--- config.mk ---
export PLATFORM = sky130hd
export DESIGN_NAME = wr_fifo_arbiter
export DESIGN_NICKNAME = d
export VERILOG_FILES = /design/src/rtl/wr_fifo_arbiter_pkg.sv /design/src/rtl/wr_fifo_word_packer.sv /design/src/rtl/wr_fifo_arbiter.sv
export SDC_FILE = /design/constraint.sdc
export NUM_CORES = 1
export LEC_CHECK = 0
export CORE_MARGIN = 2
export CORE_UTILIZATION = 50
export CTS_CLUSTER_DIAMETER = 150
export CTS_CLUSTER_SIZE = 40
export DETAILED_ROUTE_END_ITERATION = 10
export GPL_TIMING_DRIVEN = 0
export PLACE_DENSITY_LB_ADDON = 0.15
export SLEW_MARGIN = 30
export SYNTH_ARGS = -nofsm -noshare
export SYNTH_HDL_FRONTEND = slang
export SYNTH_SLANG_ARGS = --single-unit
--- constraint.sdc ---
create_clock -name i_clk -period 4.9 [get_ports i_clk]
set_clock_uncertainty 0.2 [all_clocks]
set_input_delay 1.225 -clock i_clk [delete_from_list [all_inputs] [get_ports i_clk]]
set_output_delay 1.225 -clock i_clk [all_outputs]
set_load 0.03 [all_outputs]
--- src/rtl/wr_fifo_arbiter_pkg.sv ---
// -----------------------------------------------------------------------------
// wr_fifo_arbiter_pkg
//   Shared definitions for the write-FIFO arbiter and its word packer:
//   FSM state encoding, beat/word widths and the round-robin pointer width
//   helper.
// -----------------------------------------------------------------------------
package wr_fifo_arbiter_pkg;

  // Arbiter FSM encoding: IDLE=0, XFER=1, DRAIN=2.
  typedef enum logic [1:0] {
    ST_IDLE  = 2'd0,
    ST_XFER  = 2'd1,
    ST_DRAIN = 2'd2
  } arb_state_e;

  // One requester beat; a FIFO word is always two beats.
  localparam int BEAT_W = 64;
  localparam int WORD_W = 2 * BEAT_W;

  // Pointer width able to index n requesters (at least one bit).
  function automatic int ptr_width(input int n);
    return (n > 1) ? $clog2(n) : 1;
  endfunction

endpackage : wr_fifo_arbiter_pkg

--- src/rtl/wr_fifo_word_packer.sv ---
// -----------------------------------------------------------------------------
// wr_fifo_word_packer
//   Packs two 64-bit beats into one 128-bit FIFO word (first beat -> [127:64],
//   second beat -> [63:0]) and holds it in a single-entry output register until
//   the FIFO accepts it.
//
// Ports
//   i_clk, i_rst_n     clock, asynchronous active-low reset
//   i_beat             beat data from the granted requester
//   i_we               beat valid (already qualified by the arbiter)
//   i_fifo_full        write FIFO full
//   o_word             FIFO write data (output register)
//   o_fifo_we          FIFO write enable
//   o_stall            backpressure toward the granted requester
//   o_word_accepted    pulse: the second beat of a word was accepted this cycle
//   o_out_valid        output register holds a word not yet written
//
// Handshake: a beat transfers in a cycle where i_we=1 and o_stall=0. A beat
// offered while o_stall=1 is dropped and no state changes. The FIFO side
// writes whenever the output register is valid and the FIFO is not full.
// -----------------------------------------------------------------------------
module wr_fifo_word_packer
  import wr_fifo_arbiter_pkg::*;
(
  input  logic              i_clk,
  input  logic              i_rst_n,
  input  logic [BEAT_W-1:0] i_beat,
  input  logic              i_we,
  input  logic              i_fifo_full,
  output logic [WORD_W-1:0] o_word,
  output logic              o_fifo_we,
  output logic              o_stall,
  output logic              o_word_accepted,
  output logic              o_out_valid
);

  logic              half_q, half_d;
  logic [BEAT_W-1:0] hi_q, hi_d;
  logic [WORD_W-1:0] word_q, word_d;
  logic              out_valid_q, out_valid_d;
  logic              beat_acc;

  // Stall only while a finished word is blocked by a full FIFO. If the
  // register is draining this cycle, a new word may load behind it.
  assign o_stall         = out_valid_q & i_fifo_full;
  assign o_fifo_we       = out_valid_q & ~i_fifo_full;
  assign beat_acc        = i_we & ~o_stall;
  assign o_word_accepted = beat_acc & half_q;
  assign o_word          = word_q;
  assign o_out_valid     = out_valid_q;

  always_comb begin
    half_d      = half_q;
    hi_d        = hi_q;
    word_d      = word_q;
    out_valid_d = out_valid_q & ~o_fifo_we;
    if (beat_acc) begin
      half_d = ~half_q;
      if (!half_q) begin
        hi_d = i_beat;
      end else begin
        word_d      = {hi_q, i_beat};
        out_valid_d = 1'b1;
      end
    end
  end

  always_ff @(posedge i_clk or negedge i_rst_n) begin
    if (!i_rst_n) begin
      half_q      <= 1'b0;
      hi_q        <= '0;
      word_q      <= '0;
      out_valid_q <= 1'b0;
    end else begin
      half_q      <= half_d;
      hi_q        <= hi_d;
      word_q      <= word_d;
      out_valid_q <= out_valid_d;
    end
  end

endmodule : wr_fifo_word_packer

--- src/rtl/wr_fifo_arbiter.sv ---
// -----------------------------------------------------------------------------
// wr_fifo_arbiter
//   Shares one 128-bit flash write FIFO between NUM_REQ 64-bit requesters.
//   One requester at a time is granted for a burst of i_req_len words;
//   requesters are served round-robin between bursts. The granted requester's
//   beats are packed into FIFO words by wr_fifo_word_packer.
//
// Parameters
//   NUM_REQ             number of requesters (2..4)
//   WR_FIFO_DATA_WIDTH  FIFO word width, fixed at 128 (two beats)
//   LEN_WIDTH           burst length field width, in FIFO words
//
// Ports
//   i_clk, i_rst_n      clock, asynchronous active-low reset
//   i_req               per-requester burst request (level)
//   i_req_len           per-requester burst length, slice r*LEN_WIDTH
//   o_grant             one-hot grant (registered)
//   i_data, i_we        per-requester beat data / beat valid
//   o_full              per-requester backpressure
//   o_done              one-cycle pulse after a burst's last FIFO write
//   o_wr_fifo_data/_we  FIFO write port
//   i_wr_fifo_full      FIFO full
//   o_dbg_state         current FSM state
//
// Handshake: a beat from the granted requester transfers in a cycle where its
// i_we=1 and its o_full=0. Non-granted requesters always see o_full=1 and
// their i_we is ignored. o_wr_fifo_we only asserts when i_wr_fifo_full=0.
// -----------------------------------------------------------------------------
module wr_fifo_arbiter
  import wr_fifo_arbiter_pkg::*;
#(
  parameter int NUM_REQ            = 2,
  parameter int WR_FIFO_DATA_WIDTH = 128,
  parameter int LEN_WIDTH          = 8
) (
  input  logic                           i_clk,
  input  logic                           i_rst_n,
  input  logic [NUM_REQ-1:0]             i_req,
  input  logic [NUM_REQ*LEN_WIDTH-1:0]   i_req_len,
  output logic [NUM_REQ-1:0]             o_grant,
  input  logic [NUM_REQ*BEAT_W-1:0]      i_data,
  input  logic [NUM_REQ-1:0]             i_we,
  output logic [NUM_REQ-1:0]             o_full,
  output logic [NUM_REQ-1:0]             o_done,
  output logic [WR_FIFO_DATA_WIDTH-1:0]  o_wr_fifo_data,
  output logic                           o_wr_fifo_we,
  input  logic                           i_wr_fifo_full,
  output logic [1:0]                     o_dbg_state
);

  localparam int PTR_W = ptr_width(NUM_REQ);

  arb_state_e            state_q, state_d;
  logic [PTR_W-1:0]      winner_q, winner_d;
  logic [PTR_W-1:0]      last_q, last_d;
  logic [NUM_REQ-1:0]    grant_q, grant_d;
  logic [NUM_REQ-1:0]    done_q, done_d;
  logic [LEN_WIDTH-1:0]  words_left_q, words_left_d;

  // Round-robin candidate search
  logic [PTR_W-1:0]      rr_idx;
  logic [PTR_W-1:0]      cand;
  logic                  rr_found;
  logic [LEN_WIDTH-1:0]  rr_len;

  // Packer interface
  logic [BEAT_W-1:0]     sel_beat;
  logic                  sel_we;
  logic [WORD_W-1:0]     pk_word;
  logic                  pk_fifo_we;
  logic                  pk_stall;
  logic                  pk_word_acc;
  logic                  pk_out_valid;

  // FSM transition events shared by the next-state and output processes
  logic                  start_burst;
  logic                  drain_done;

  // ---------------------------------------------------------------------------
  // Round-robin: scan from (last winner + 1) mod NUM_REQ, wrapping once.
  // ---------------------------------------------------------------------------
  always_comb begin
    rr_idx   = last_q;
    rr_found = 1'b0;
    cand     = '0;
    for (int k = 1; k <= NUM_REQ; k++) begin
      cand = PTR_W'((int'(last_q) + k) % NUM_REQ);
      if (!rr_found && i_req[cand]) begin
        rr_found = 1'b1;
        rr_idx   = cand;
      end
    end
  end

  assign rr_len = i_req_len[rr_idx*LEN_WIDTH +: LEN_WIDTH];

  // ---------------------------------------------------------------------------
  // Beat mux: only the granted requester reaches the packer, and only in XFER.
  // ---------------------------------------------------------------------------
  assign sel_beat = i_data[winner_q*BEAT_W +: BEAT_W];
  assign sel_we   = i_we[winner_q] & (state_q == ST_XFER);

  wr_fifo_word_packer u_packer (
    .i_clk           (i_clk),
    .i_rst_n         (i_rst_n),
    .i_beat          (sel_beat),
    .i_we            (sel_we),
    .i_fifo_full     (i_wr_fifo_full),
    .o_word          (pk_word),
    .o_fifo_we       (pk_fifo_we),
    .o_stall         (pk_stall),
    .o_word_accepted (pk_word_acc),
    .o_out_valid     (pk_out_valid)
  );

  // A burst may finish in the same cycle its last word is written, so that
  // o_done and the grant release land one cycle after that write.
  assign start_burst = (state_q == ST_IDLE) & rr_found;
  assign drain_done  = (state_q == ST_DRAIN) & (~pk_out_valid | pk_fifo_we);

  // ---------------------------------------------------------------------------
  // FSM: state register
  // ---------------------------------------------------------------------------
  always_ff @(posedge i_clk or negedge i_rst_n) begin
    if (!i_rst_n) begin
      state_q      <= ST_IDLE;
      winner_q     <= '0;
      last_q       <= PTR_W'(NUM_REQ - 1);
      words_left_q <= '0;
      grant_q      <= '0;
      done_q       <= '0;
    end else begin
      state_q      <= state_d;
      winner_q     <= winner_d;
      last_q       <= last_d;
      words_left_q <= words_left_d;
      grant_q      <= grant_d;
      done_q       <= done_d;
    end
  end

  // ---------------------------------------------------------------------------
  // FSM: next-state logic
  // ---------------------------------------------------------------------------
  always_comb begin
    state_d      = state_q;
    winner_d     = winner_q;
    last_d       = last_q;
    words_left_d = words_left_q;
    unique case (state_q)
      ST_IDLE: begin
        if (start_burst) begin
          winner_d     = rr_idx;
          words_left_d = rr_len;
          state_d      = (rr_len == '0) ? ST_DRAIN : ST_XFER;
        end
      end
      ST_XFER: begin
        if (pk_word_acc) begin
          words_left_d = words_left_q - LEN_WIDTH'(1);
          if (words_left_q == LEN_WIDTH'(1)) begin
            state_d = ST_DRAIN;
          end
        end
      end
      ST_DRAIN: begin
        if (drain_done) begin
          last_d  = winner_q;
          state_d = ST_IDLE;
        end
      end
      default: state_d = ST_IDLE;
    endcase
  end

  // ---------------------------------------------------------------------------
  // FSM: outputs (registered grant/done next values, combinational o_full)
  // ---------------------------------------------------------------------------
  always_comb begin
    grant_d = grant_q;
    done_d  = '0;
    o_full  = '1;
    if (start_burst) begin
      for (int r = 0; r < NUM_REQ; r++) begin
        grant_d[r] = (rr_idx == PTR_W'(r));
      end
    end
    if (drain_done) begin
      grant_d          = '0;
      done_d[winner_q] = 1'b1;
    end
    if (state_q == ST_XFER) begin
      o_full[winner_q] = pk_stall;
    end
  end

  assign o_grant        = grant_q;
  assign o_done         = done_q;
  assign o_wr_fifo_data = pk_word;
  assign o_wr_fifo_we   = pk_fifo_we;
  assign o_dbg_state    = state_q;

endmodule : wr_fifo_arbiter

==> impl_metrics.toml <==
[placement]
gpl_wtd_cong = 0.836
numPlacedInstances = 1261
io_buffers = 287
pre_cts_ws_ps = 588
detailed_place_hpwl_um = 16900
placedInstanceArea_um2 = 12200

[synth]
synth_top_cells_by_area = "sky130_fd_sc_hd__dfrtp_1 (58%), sky130_fd_sc_hd__mux2_4 (11%), sky130_fd_sc_hd__mux2i_1 (7.9%)"
synth_largest_type_area_fraction_pct = 58.2
syn-instance-count = 743
synthFlopType = "sky130_fd_sc_hd__dfrtp_1"
yosys_register_bits = 210
synth_area_um2 = 8980
netlist.top_cell.by_area = "sky130_fd_sc_hd__dfrtp_1"
syn_area_cell_um2 = 12.1
count_of_flip_flops_with_a_built_in_enable_after_synthesis = 0
synth.net_count = 896
postSynth.asyncResetShare_pct = 100
seq_area_frac_synth_pct = 58.5
yosysWarningCount = 0
ys_types = 38

[cts]
clock_sinks = 210
cts-resized-gates = 0
clkTransAtPathRegs_ps = 90
cts_buffers = 9
clkLatencyLatePin_ps = 470
clock_tree_from_tritoncts = "done"
clock_tree.buffer_depth = 3
postCtsHoldBufs = 0
cts.repair_timing.setup_buffer_count = 0
clock-root-buffer = "sky130_fd_sc_hd__clkbuf_16"
cts-htree-levels = 1

[finish]
fillCellCount = 1348
final_cell_area_um2 = 12500
final_instance_count_excl_fillers = 1273
post_route_cells_drive_above_1_share_pct = 11.6
antenna_cells = 0
design.final.nets = 1196
syn2layout_area_growth_pct = 38.8

[sta]
sum_neg_setup_slack_ps = 0
hold_violations = 0
grt_setup_unrepaired = "false"
timing.max_slew.rel_slack_pct = 48.3
finalCritPeriodShare_pct = 88.3
actual_transition_at_the_worst_max_transition_pin_ps = 775
finalHoldWorstSlack_ps = 293
finalSetupViolations = 0
maxSlewViolCount = 0
timing.fmax_mhz = 231
postLayoutSetupSlackWorst_ps = 573
period_minus_slack_ps = 4330

[floorplanning]
initial_utilization_pct = 50.5
floorplan.rows = 49
core_area_um2 = 17800
design.die.area_um2 = 19100
die_h_um = 138
die_w_um = 138
ioPinCount = 288

[grt]
grt_pass1_wl_um = 36800
global_route.usage.total_pct = 23.5
global_route.overflow_total = 0
maximum_number_of_pins_on_one_net_before_global_route_repair = 87
antenna_found_initial = 0
via_count_of_the_first_global_routing_pass = 6810

[critical_path]
required_ps = 3470
crit_path_end_kind = "output port"
critPathKind = "in2out"
cp.arrival_ps = 2900
critical_path_start_type = "primary input"
path_max_fanout = 9
ff2ff_path_depth = 8

[power]
vdd.ir_drop.worst_uv = 361
static-leakage-power_nw = 5.54
pwr_density_cell_nw_per_um2 = 721

[job]
cap_violations = 0

[drt]
drt_wl_cell_um = 17.8
dr.first_iter.drc_count = 325
detailroute.via_count = 6648
postRouteAntennaNets = 0
drc_errors = 0
final_wirelength_um = 22700
detail_route.first_pass.iterations = 4
vias_per_cell = 5.22

[outcome]
run_status = "finished clean"

[min_path]
hold_path_class = "reg2reg"
whs_path_depth = 2
report_power, final:
group	switching, mW	internal (mW)	total, mW
clock network	0.529	0.353	0.882
logic	2.76	2.29	5.04
registers	0.477	2.58	3.06
total	3.76	5.22	8.98
flip-flops by register name (all words and copies together) (netlist names), 2 cells and up:
register,cells
u_packer.hi_q,64
words_left_q,8
o_dbg_state,2
u_packer.o_word,128
o_grant,2
o_done,2
layout by cell type (no fill, tap or decap), drive strengths merged:
| master | n |
|---|---|
| a21o | 1 |
| a21oi | 72 |
| a22o | 3 |
| a2bb2oi | 1 |
| a32o | 1 |
| a32oi | 1 |
| a41o | 1 |
| and2 | 1 |
| and2b | 1 |
| and4b | 1 |
| buf | 41 |
| clkbuf | 22 |
| clkdlybuf4s50 | 286 |
| clkinv | 1 |
| dfrtp | 209 |
| dfstp | 1 |
| ha | 2 |
| inv | 7 |
| mux2 | 67 |
| mux2i | 71 |
| nand2 | 77 |
| nand2b | 1 |
| nand3 | 9 |
| nand4 | 1 |
| nor2 | 75 |
| nor2b | 1 |
| nor3 | 3 |
| nor4 | 4 |
| o21ai | 74 |
| o221ai | 1 |
| o22ai | 1 |
| o2bb2ai | 2 |
| o311ai | 1 |
| o31ai | 1 |
| or3 | 2 |
| xnor2 | 1 |
synth_stat cells (all sizes together) (2+ instances only):
cell type    n
dfrtp      209
nand2       77
nor2        75
o21ai       74
a21oi       72
mux2i       71
mux2        67
buf         38
clkbuf      11
nand3        9
inv          7
nor4         4
a22o         3
nor3         3
ha           2
o2bb2ai      2
or3          2
cell families (layout without fill, tap and decap cells):
family                     count (synthesis)  count (layout)  synth area share (%)
buffers and inverters                     56             357                  4.51
AOI/OAI and AO/OA                        160             160                  9.55
adders and majority gates                  2               2                 0.278
xor gates and xnor gates                   1               1                0.0975
muxes                                    138             138                  19.0
and+or+nand+nor                          176             176                  8.08
DFF                                      210             210                  58.5
layer usage:
layer  part of all wire, %  vias up  wire, um  track usage [%]
li1                      -     3145         -                -
met1                    41     3276      9420             30.7
met2                    50      201     11300             40.9
met3                   6.6       26      1490             5.33
met4                   2.0        0       465             4.83
met5                     0        -         0                0
area by class of cell:
class / count / area (um2) / share of cell area [%]
Buffer: 49 / 379 / 3.04
Clock buffer: 11 / 233 / 1.87
Clock inverter: 1 / 30.0 / 0.241
Inverter: 7 / 26.3 / 0.211
Multi-Input combinational cell: 477 / 3320 / 26.7
Sequential cell: 210 / 5260 / 42.2
Tap cell: 229 / 287 / 2.30
Timing Repair Buffer: 289 / 2930 / 23.5
stage by stage:
stage / total power [mW] / utilization, %
floorplan: 6.23 / -
global placement: 8.04 / 68.3
detailed placement: 8.16 / 68.6
CTS: 9.06 / 70.1
global route: 9.50 / 70.1
finish: 8.98 / 70.1
critical path, cell delays in order:
cell	delay, ps
sky130_fd_sc_hd__clkdlybuf4s50_1	500
sky130_fd_sc_hd__nand2_1	280
sky130_fd_sc_hd__nand3_1	210
sky130_fd_sc_hd__clkdlybuf4s50_1	690
path summary, 6_finish.rpt:
kind	from	endpoint	slack, ps
worst max register to register	winner_q	words_left_q[4]	2650
max in group asynchronous	i_rst_n	u_packer.o_word[9]	3230
worst max-delay path	i_wr_fifo_full	o_full[0]	570
min in group asynchronous	i_rst_n	u_packer.o_word[115]	460
worst min register to register	u_packer.o_word[9]	u_packer.o_word[9]	290
worst min-delay path	u_packer.o_word[9]	u_packer.o_word[9]	290
Power figures use the tool's default switching activity.
